===== src/rtl/encoder_seq_if.sv =====
// encoder_seq_if: request lines, ack handshake and grant outputs between a request source and encoder_seq
interface encoder_seq_if;
  logic D3, D2, D1, D0;
  logic ack;
  logic I1, I0;
  logic valid;
  logic overrun;
  modport master(output D3, D2, D1, D0, ack, input I1, I0, valid, overrun);
  modport slave(input D3, D2, D1, D0, ack, output I1, I0, valid, overrun);
endinterface


===== src/rtl/encoder_seq.sv =====
// encoder_seq: rising-edge request capture with a 2-bit registered grant and ack handshake; ENCODER_SEQ_RR_EN selects round-robin
module encoder_seq (
  input logic clk,
  input logic rst_n,
  encoder_seq_if.slave bus
);
  typedef enum logic {IDLE, HOLD} state_t;
  state_t state_q, state_d;
  logic [3:0] d, dq_q, dq_d, p_q, p_d, ev, clr;
  logic [1:0] idx_q, idx_d, sel;
  logic valid_q, valid_d, ovr_q, ovr_d, grant;
  assign d = {bus.D3, bus.D2, bus.D1, bus.D0};
  assign ev = d & ~dq_q;
  assign grant = (state_q == IDLE) && (|p_q);
`ifdef ENCODER_SEQ_RR_EN
  logic [1:0] ptr_q, ptr_d, start, off;
  logic [3:0] rot;
  assign start = ptr_q + 2'd1;
  assign rot = 4'({p_q, p_q} >> start);
  assign off = rot[0] ? 2'd0 : rot[1] ? 2'd1 : rot[2] ? 2'd2 : 2'd3;
  assign sel = start + off;
  // last-granted pointer; reset to 3 so the first search begins at line 0
  always_comb ptr_d = grant ? sel : ptr_q;
  // pointer register
  always_ff @(posedge clk) ptr_q <= !rst_n ? 2'd3 : ptr_d;
`else
  assign sel = p_q[3] ? 2'd3 : p_q[2] ? 2'd2 : p_q[1] ? 2'd1 : 2'd0;
`endif
  // capture events into pending (new event beats grant-clear), detect merges, step the grant FSM
  always_comb begin
    clr = grant ? (4'b0001 << sel) : 4'b0000;
    dq_d = d;
    p_d = (p_q & ~clr) | ev;
    ovr_d = ovr_q | (|(ev & p_q & ~clr));
    state_d = grant ? HOLD : (state_q == HOLD && bus.ack) ? IDLE : state_q;
    valid_d = grant ? 1'b1 : (state_q == HOLD && bus.ack) ? 1'b0 : valid_q;
    idx_d = grant ? sel : idx_q;
  end
  // state registers; Dq resets high so lines held through reset raise no event
  always_ff @(posedge clk) begin
    if (!rst_n) begin
      state_q <= IDLE;
      dq_q <= 4'b1111;
      p_q <= 4'b0000;
      idx_q <= 2'd0;
      valid_q <= 1'b0;
      ovr_q <= 1'b0;
    end else begin
      state_q <= state_d;
      dq_q <= dq_d;
      p_q <= p_d;
      idx_q <= idx_d;
      valid_q <= valid_d;
      ovr_q <= ovr_d;
    end
  end
  assign bus.I1 = idx_q[1];
  assign bus.I0 = idx_q[0];
  assign bus.valid = valid_q;
  assign bus.overrun = ovr_q;
endmodule


===== src/flat_wrapper.sv =====
// flat-port wrapper written by rule: the top's interface ports become plain ports
module encoder_seq_flat 
  (clk, rst_n, bus_D3, bus_D2, bus_D1, bus_D0, bus_ack, bus_I1, bus_I0, bus_valid, bus_overrun);
  encoder_seq_if bus_i ();
  input logic clk;
  input logic rst_n;
  input wire logic [$bits(bus_i.D3)-1:0] bus_D3;
  input wire logic [$bits(bus_i.D2)-1:0] bus_D2;
  input wire logic [$bits(bus_i.D1)-1:0] bus_D1;
  input wire logic [$bits(bus_i.D0)-1:0] bus_D0;
  input wire logic [$bits(bus_i.ack)-1:0] bus_ack;
  output wire logic [$bits(bus_i.I1)-1:0] bus_I1;
  output wire logic [$bits(bus_i.I0)-1:0] bus_I0;
  output wire logic [$bits(bus_i.valid)-1:0] bus_valid;
  output wire logic [$bits(bus_i.overrun)-1:0] bus_overrun;
  assign bus_i.D3 = bus_D3;
  assign bus_i.D2 = bus_D2;
  assign bus_i.D1 = bus_D1;
  assign bus_i.D0 = bus_D0;
  assign bus_i.ack = bus_ack;
  assign bus_I1 = bus_i.I1;
  assign bus_I0 = bus_i.I0;
  assign bus_valid = bus_i.valid;
  assign bus_overrun = bus_i.overrun;
  encoder_seq u_core (.clk(clk), .rst_n(rst_n), .bus(bus_i));
endmodule

===== config.mk =====
export PLATFORM = sky130hd
export DESIGN_NAME = encoder_seq_flat
export DESIGN_NICKNAME = d
export VERILOG_FILES = /design/src/rtl/encoder_seq_if.sv /design/src/rtl/encoder_seq.sv /design/src/flat_wrapper.sv
export SDC_FILE = /design/constraint.sdc
export NUM_CORES = 1
export LEC_CHECK = 0
export BUFFER_PORTS_ARGS = -buffer_cell sky130_fd_sc_hd__buf_2
export CAP_MARGIN = 40
export CORE_AREA = 2 2 39 41
export CTS_CLUSTER_SIZE = 20
export DETAILED_ROUTE_END_ITERATION = 12
export DIE_AREA = 0 0 41 43
export MAX_ROUTING_LAYER = met4
export PLACE_DENSITY = 0.68
export SLEW_MARGIN = 25
export SYNTH_ARGS = -nofsm -noshare
export SYNTH_HDL_FRONTEND = slang
export SYNTH_SLANG_ARGS = --single-unit

===== constraint.sdc =====
create_clock -name clk -period 1.95 [get_ports clk]
set_clock_uncertainty 0.15 [all_clocks]
set_input_delay 0.195 -clock clk [delete_from_list [all_inputs] [get_ports clk]]
set_output_delay 0.195 -clock clk [all_outputs]
set_load 0.005 [all_outputs]

==> results of run 1 <==
-- where the power goes --
part / leakage (nW) / switching, mW / internal (mW)
Sequential: 0.0987 / 0.0113 / 0.258
Clock: 0.0138 / 0.0778 / 0.0716
Combinational: 0.131 / 0.0170 / 0.0314
Total: 0.243 / 0.106 / 0.361
-- cell families (layout without fill, tap and decap cells) --
| kind of cell | Yosys count | count (layout) | synth area share, % |
|---|---|---|---|
| AND/OR/NAND/NOR | 16 | 16 | 22.2 |
| flip-flops | 12 | 12 | 52.0 |
| AO/OA/AOI/OAI | 16 | 16 | 24.9 |
| buffers and inverters | 1 | 17 | 0.812 |
-- layer usage --
| layer | up-vias | wire, µm |
|---|---|---|
| li1 | 194 | - |
| met1 | 159 | 400 |
| met2 | 12 | 330 |
| met3 | 5 | 43 |
| met4 | 0 | 37 |
| met5 | - | 0 |
-- flip-flops by register name, indices dropped and copies added (netlist names) --
name	cells
u_core.p_q	4
u_core.dq_q	4
u_core.idx_q	2
u_core.state_q	1
u_core.bus.overrun	1
-- final cells by class --
cell class | count | area [µm²]
multi-input cells | 32 | 218
fillers | 137 | 793
flip-flops and latches | 12 | 240
clock buffers | 3 | 22.5
repair buffers | 14 | 90.1
well taps | 16 | 20.0
-- critical path, cell delays in order, from the launching register on --
cell	delay [ps]
dfxtp_1	390
or3_4	420
and3_1	190
o31a_1	270
-- stage by stage --
step | utilization [%] | hold WS, ps | instance area [µm²] | worst slack [ps]
floorplan | - | 118 | 462 | 491
global placement | 38.2 | 238 | 528 | 468
detailed placement | 38.2 | 243 | 528 | 433
CTS | 42.7 | 52.8 | 591 | 416
global route | 42.7 | 68.6 | 591 | 327
finish | 42.7 | 49.8 | 591 | 417
-- worst max path at each step --
stage	startpoint	end	slack, ps	cells past startpoint
after floorplan	u_core.state_q$_SDFFE_PN0P_	u_core.bus.overrun$_SDFF_PN0_	490	3
after global placement	u_core.state_q$_SDFFE_PN0P_	u_core.bus.overrun$_SDFF_PN0_	470	3
after detailed placement	u_core.state_q$_SDFFE_PN0P_	u_core.bus.overrun$_SDFF_PN0_	430	3
after CTS	u_core.state_q$_SDFFE_PN0P_	u_core.bus.overrun$_SDFF_PN0_	420	3
after global routing	u_core.state_q$_SDFFE_PN0P_	u_core.bus.overrun$_SDFF_PN0_	330	3
final	u_core.state_q$_SDFFE_PN0P_	u_core.bus.overrun$_SDFF_PN0_	420	3
-- cells in the final DEF, fill, tap and decap left out, drive strengths merged --
cell type / instances
o41ai: 1
nor2: 2
nor2b: 3
and3: 1
clkbuf: 3
o21ai: 3
a21oi: 1
o31a: 1
dfxtp: 12
nand2b: 4
nand2: 2
o311a: 1
a21boi: 5
o22ai: 1
o21bai: 3
dlygate4sd3: 4
buf: 10
or3: 1
or2b: 3
-- timing repair --
| action | in CTS | in global routing |
|---|---|---|
| endpoints found under the hold margin | 4 | 0 |
| hold buffers | 4 | 0 |
| setup buffers | 0 | 0 |
==> metrics.md, run 1 <==
| Metric | Value |
|---|---|
| Largest net degree at the start of global routing | 13 |
| Status | finished clean |
| Worst-Margin Slew | 372 ps |
| Num CTS Buffers | 3 |
| Synth area leader | dfxtp_1 |
| PwrDens | 791 mW/mm² |
| Initial DRC Count | 6 |
| GR peak layer | met2 |
| Placed insts | 70 |
| Hold Crit Class | in2reg |
| GRT overflow | 0 |
| Via count | 370 |
| Die width | 41 µm |
| Initial antenna violation count | 0 |
| RR Endpoint | u_core.bus.overrun$_SDFF_PN0_ |
| Final setup viols | 0 |
| Required time of the critical path | 1960 ps |
| GR Util met3 | 3.14% |
| Final Cycle Share | 78.6% |
| EDFF count, synth | 0 |
| Vias per std cell | 4.81 |
| WL/cell | 10.5 µm |
| Synth async-reset ratio | 0% |
| Final min period | 1530 ps |
| Critical Path Start Type | flip-flop |
| Final wirelength | 811 µm |
| WS Path Type | reg2reg |
| Final Max Slew Viols | 0 |
| Crit Reg-Reg Startpoint | u_core.state_q$_SDFFE_PN0P_ |
| Synth cell count leaders | dfxtp_1 (12), a21boi_0 (5), nand2b_1 (4) |
| Leakage | 0.243 nW |
| Area Overhead vs Synth | 27.9% |
| Hold Crit Start | rst_n |
| Maximum vdd drop | 0.000265 V |
| Total power draw | 0.467 mW |
| Main synth FF type | dfxtp_1 |
| Layout cell share with drive strength beyond 1 | 29.5% |
| R2R Setup Slk | 420 ps |
| Rows | 14 |
| Root Driver | clkbuf_4 |
| Layout Nets | 70 |
| Clk sinks | 12 |
| Hold Vio Cnt, Final | 0 |
| ANT cells | 0 |
| Distinct cells, synth | 17 |
| Mapped Area | 462 µm² |
| Vias in the first global route | 339 |
| Port Buffers | 10 |
| Initial Util | 33.4% |
| End of the worst hold path | u_core.dq_q[1]$_SDFF_PN1_ |
| Htree depth | 1 |
| GR Util met2 | 15.9% |
| TritonRoute pass-1 iters | 2 |
| Die H | 43 µm |
| Post-CTS sizing | 0 |
| Rel. slew slack | 74.9% |
| Total GRT Usage | 12.4% |
| Fmax | 653 MHz |
| Met1 Use GR | 14.7% |
| Data arrival time of the critical path | 1540 ps |
| Synthesized net count | 52 |
| #FFs+latches synth | 12 |
| Hold depth | 2 |
| Syn Area/Cell | 10.3 µm² |
| Core area | 0.00138 mm² |
| Die footprint | 0.00176 mm² |
| I/O pins | 11 |
| Worst-path fanout max | 10 |
| DP HPWL | 574 µm |
| Worst R2R Path Depth | 3 |
| Yosys warnings | 0 |
| Area contributors post-synth | dfxtp_1 (52%), a21boi_0 (8.1%), or2b_2 (5.7%), nand2b_1 (5.4%), o21bai_1 (4.9%) |
| Post-route ant nets | 0 |
| Mapped Cells | 45 |
| CP endpoint kind | flip-flop |
| Clock tree buffer depth | 2 |
| Count leader, synth | dfxtp_1 |
| Unrepaired setup endpoints after global routing | no |
| Post-Layout Cell Count | 77 |
| TNS Setup | 0 ps |
| Remaining DRCs | 0 |
| CTS tree | built |
| Gpl congestion | 0.787 |
| Top-area cell type share of the netlist area | 52.0% |
| Clock Pin Slew Worst Setup and Hold Paths | 70 ps |
| First-pass GRT wire length | 1360 µm |
| Sequential fraction of the synthesis area | 52.0% |
| # Max-Cap Violations | 0 |
| Skew-Pair Late Insertion Delay | 270 ps |
No activity file was read; power rests on OpenSTA's default activity.
==> inputs of run 2 (changes only) <==
Settings changed: ABC_AREA set to 1, PLACE_DENSITY 0.68 to 0.66.
Clock period 1.95 ns to 1.5 ns, I/O delays scaled along.
==> run 2 against run 1 <==
Net effect: via count increased by 16%; first-iteration DRC count increased by 50%; sequential power increased by 27%; die area unchanged; utilization increased by 2.3 points; combinational power increased by 45%; flip-flop and latch count unchanged; clock power increased by 70%; critical path type is now in2reg; critical endpoint is now u_core.dq_q[0]$_SDFF_PN1_; largest cell class unchanged.
==> metrics.md, run 2 <==
| Metric | Value |
|---|---|
| Clk sinks | 12 |
| GRT overflow | 0 |
| WL/cell | 8.96 µm |
| Final core utilization | 44.9% |
| Yosys warnings | 0 |
| Setup Buffers After CTS | 0 |
| RR Endpoint | u_core.state_q$_SDFFE_PN0P_ |
| Worst-path fanout max | 2 |
| Initial Util | 32.2% |
| Required time of the critical path | 1520 ps |
| EDFF count, synth | 0 |
| Post-CTS sizing | 0 |
| Sequential fraction of the synthesis area | 53.9% |
| Hold Crit Class | in2reg |
| Vias in the first global route | 403 |
| Unrepaired setup endpoints after global routing | no |
| Fmax | 691 MHz |
| Clock tree buffer depth | 2 |
| Synth cell count leaders | nor2_1 (15), dfxtp_1 (12), nand2_1 (12), inv_1 (6), a21oi_1 (5) |
| Area contributors post-synth | dfxtp_1 (54%), nor2_1 (13%), nand2_1 (10%), a21oi_1 (5.6%), inv_1 (5.1%) |
| Final Cycle Share | 96.4% |
| Distinct cells, synth | 11 |
| Die width | 41 µm |
| Post-route ant nets | 0 |
| CP endpoint kind | flip-flop |
| Top Registers | u_core.dq_q x4, u_core.p_q x4, u_core.idx_q x2 |
| Mapped Cells | 61 |
| Count leader, synth | nor2_1 |
| Commonest non-fill, non-tap cell in the layout | nor2_1 |
| Largest net degree at the start of global routing | 10 |
| Die H | 43 µm |
| Post-Layout Cell Count | 98 |
| Layout cell share with drive strength beyond 1 | 20.7% |
| Core area | 0.00138 mm² |
| #FFs+latches synth | 12 |
| Most frequent cells in the layout | nor2_1 (15), nand2_1 (12), dfxtp_1 (12), buf_2 (10), dlygate4sd3_1 (7) |
| TritonRoute pass-1 iters | 4 |
| Top-area cell type share of the netlist area | 53.9% |
| Crit Reg-Reg Startpoint | u_core.state_q$_SDFFE_PN0P_ |
| Final wirelength | 878 µm |
| Hold Vio Cnt, Final | 0 |
| DP HPWL | 607 µm |
| Gpl congestion | 0.753 |
| Num CTS Buffers | 3 |
| Port Buffers | 10 |
| Rel. slew slack | 84.7% |
| Final min period | 1450 ps |
| Via count | 428 |
| Initial antenna violation count | 0 |
| Layout Nets | 90 |
| Hold depth | 4 |
| Fillers | 153 |
| Mapped Area | 445 µm² |
| Synthesized net count | 68 |
| Maximum vdd drop | 0.000544 V |
| Leakage | 0.301 nW |
| Main synth FF type | dfxtp_1 |
| Vias per std cell | 4.37 |
| Final Max Slew Viols | 0 |
| Placed insts | 87 |
| Syn Area/Cell | 7.30 µm² |
| Die footprint | 0.00176 mm² |
| WS Path Type | in2reg |
| TNS Setup | 0 ps |
| PwrDens | 1070 mW/mm² |
| Synth area leader | dfxtp_1 |
| Worst R2R Path Depth | 5 |
| Final setup viols | 0 |
| Clock Pin Slew Worst Setup and Hold Paths | 80 ps |
| I/O pins | 11 |
| Critical Path Start Type | input port |
| Htree depth | 1 |
| Status | finished clean |
| Rows | 14 |
| CTS tree | built |
| Root Driver | clkbuf_4 |
| Area Overhead vs Synth | 39.6% |
| Total GRT Usage | 13.3% |
| R2R Setup Slk | 400 ps |
| Hold Crit Start | bus_ack |
| Synth async-reset ratio | 0% |
| Remaining DRCs | 0 |
| Skew-Pair Late Insertion Delay | 270 ps |
| ANT cells | 0 |
| Data arrival time of the critical path | 1460 ps |
| End of the worst hold path | u_core.state_q$_SDFFE_PN0P_ |
| First-pass GRT wire length | 1520 µm |
| # Max-Cap Violations | 0 |
| Initial DRC Count | 9 |
| Worst-Margin Slew | 228 ps |
## run 2: changes by cell type after synthesis, moves of 5 or more
cell	change
a21boi_0	-5
nor2_1	+13
nand2_1	+10
inv_1	+6
## run 2: cell families after synthesis
| family | after synthesis | synth area share (%) |
|---|---|---|
| and+or+nand+nor | 32 | 28.7 |
| DFF | 12 | 53.9 |
| AOI/OAI and AO/OA | 9 | 10.7 |
| buffers and inverters | 8 | 6.74 |
## run 2: per-stage QoR
step	total power, mW	area (µm²)	worst slack (ps)	hold WS (ps)
2_1_floorplan	0.384	445	487	68.7
3_3_place_gp	0.405	515	427	185
3_5_place_dp	0.407	515	398	188
4_1_cts	0.671	622	77.8	5.61
5_1_grt	0.703	622	8.15	21.7
6_report	0.666	622	53.4	3.57
## run 2: layout make-up
class	instances	area (µm²)	share of cell area, %
flip-flops and latches	12	240	38.6
repair buffers	17	120	19.3
multi-input cells	41	175	28.2
clock buffers	4	36.3	5.84
inverters	8	30.0	4.83
well taps	16	20.0	3.22
## run 2: timing repair
item,in CTS,in global routing
endpoints found under the hold margin,5,0
endpoints found under the setup margin,0,0
hold buffers,7,0
## run 2: worst max-delay path: stages
cell and delay (ps):
dlygate4sd3_1 540, buf_2 120, inv_1 60, nand2_1 50, dlygate4sd3_1 540
## run 2: metal layers
metal | vias to the layer above | GRT usage [%] | wire length (µm)
met5 | - | - | 0
met4 | 0 | 10.0 | 12
met3 | 2 | 3.14 | 41
met2 | 10 | 18.8 | 418
met1 | 185 | 15.6 | 405
li1 | 231 | - | -
## run 2: how the worst max path moves through the flow
stage | startpoint | to | slack, ps | cells after the start
after floorplan | u_core.state_q$_SDFFE_PN0P_ | u_core.state_q$_SDFFE_PN0P_ | 490 | 5
after global placement | u_core.state_q$_SDFFE_PN0P_ | u_core.state_q$_SDFFE_PN0P_ | 430 | 5
after detailed placement | u_core.state_q$_SDFFE_PN0P_ | u_core.state_q$_SDFFE_PN0P_ | 400 | 5
after CTS | bus_D2 | u_core.dq_q[2]$_SDFF_PN1_ | 80 | 5
after global routing | bus_D2 | u_core.dq_q[2]$_SDFF_PN1_ | 8 | 5
final | bus_D0 | u_core.dq_q[0]$_SDFF_PN1_ | 50 | 5
## run 2: report_power, final
part	switching [mW]	internal [mW]
Combinational	0.0345	0.0356
Sequential	0.00885	0.333
Clock	0.106	0.148
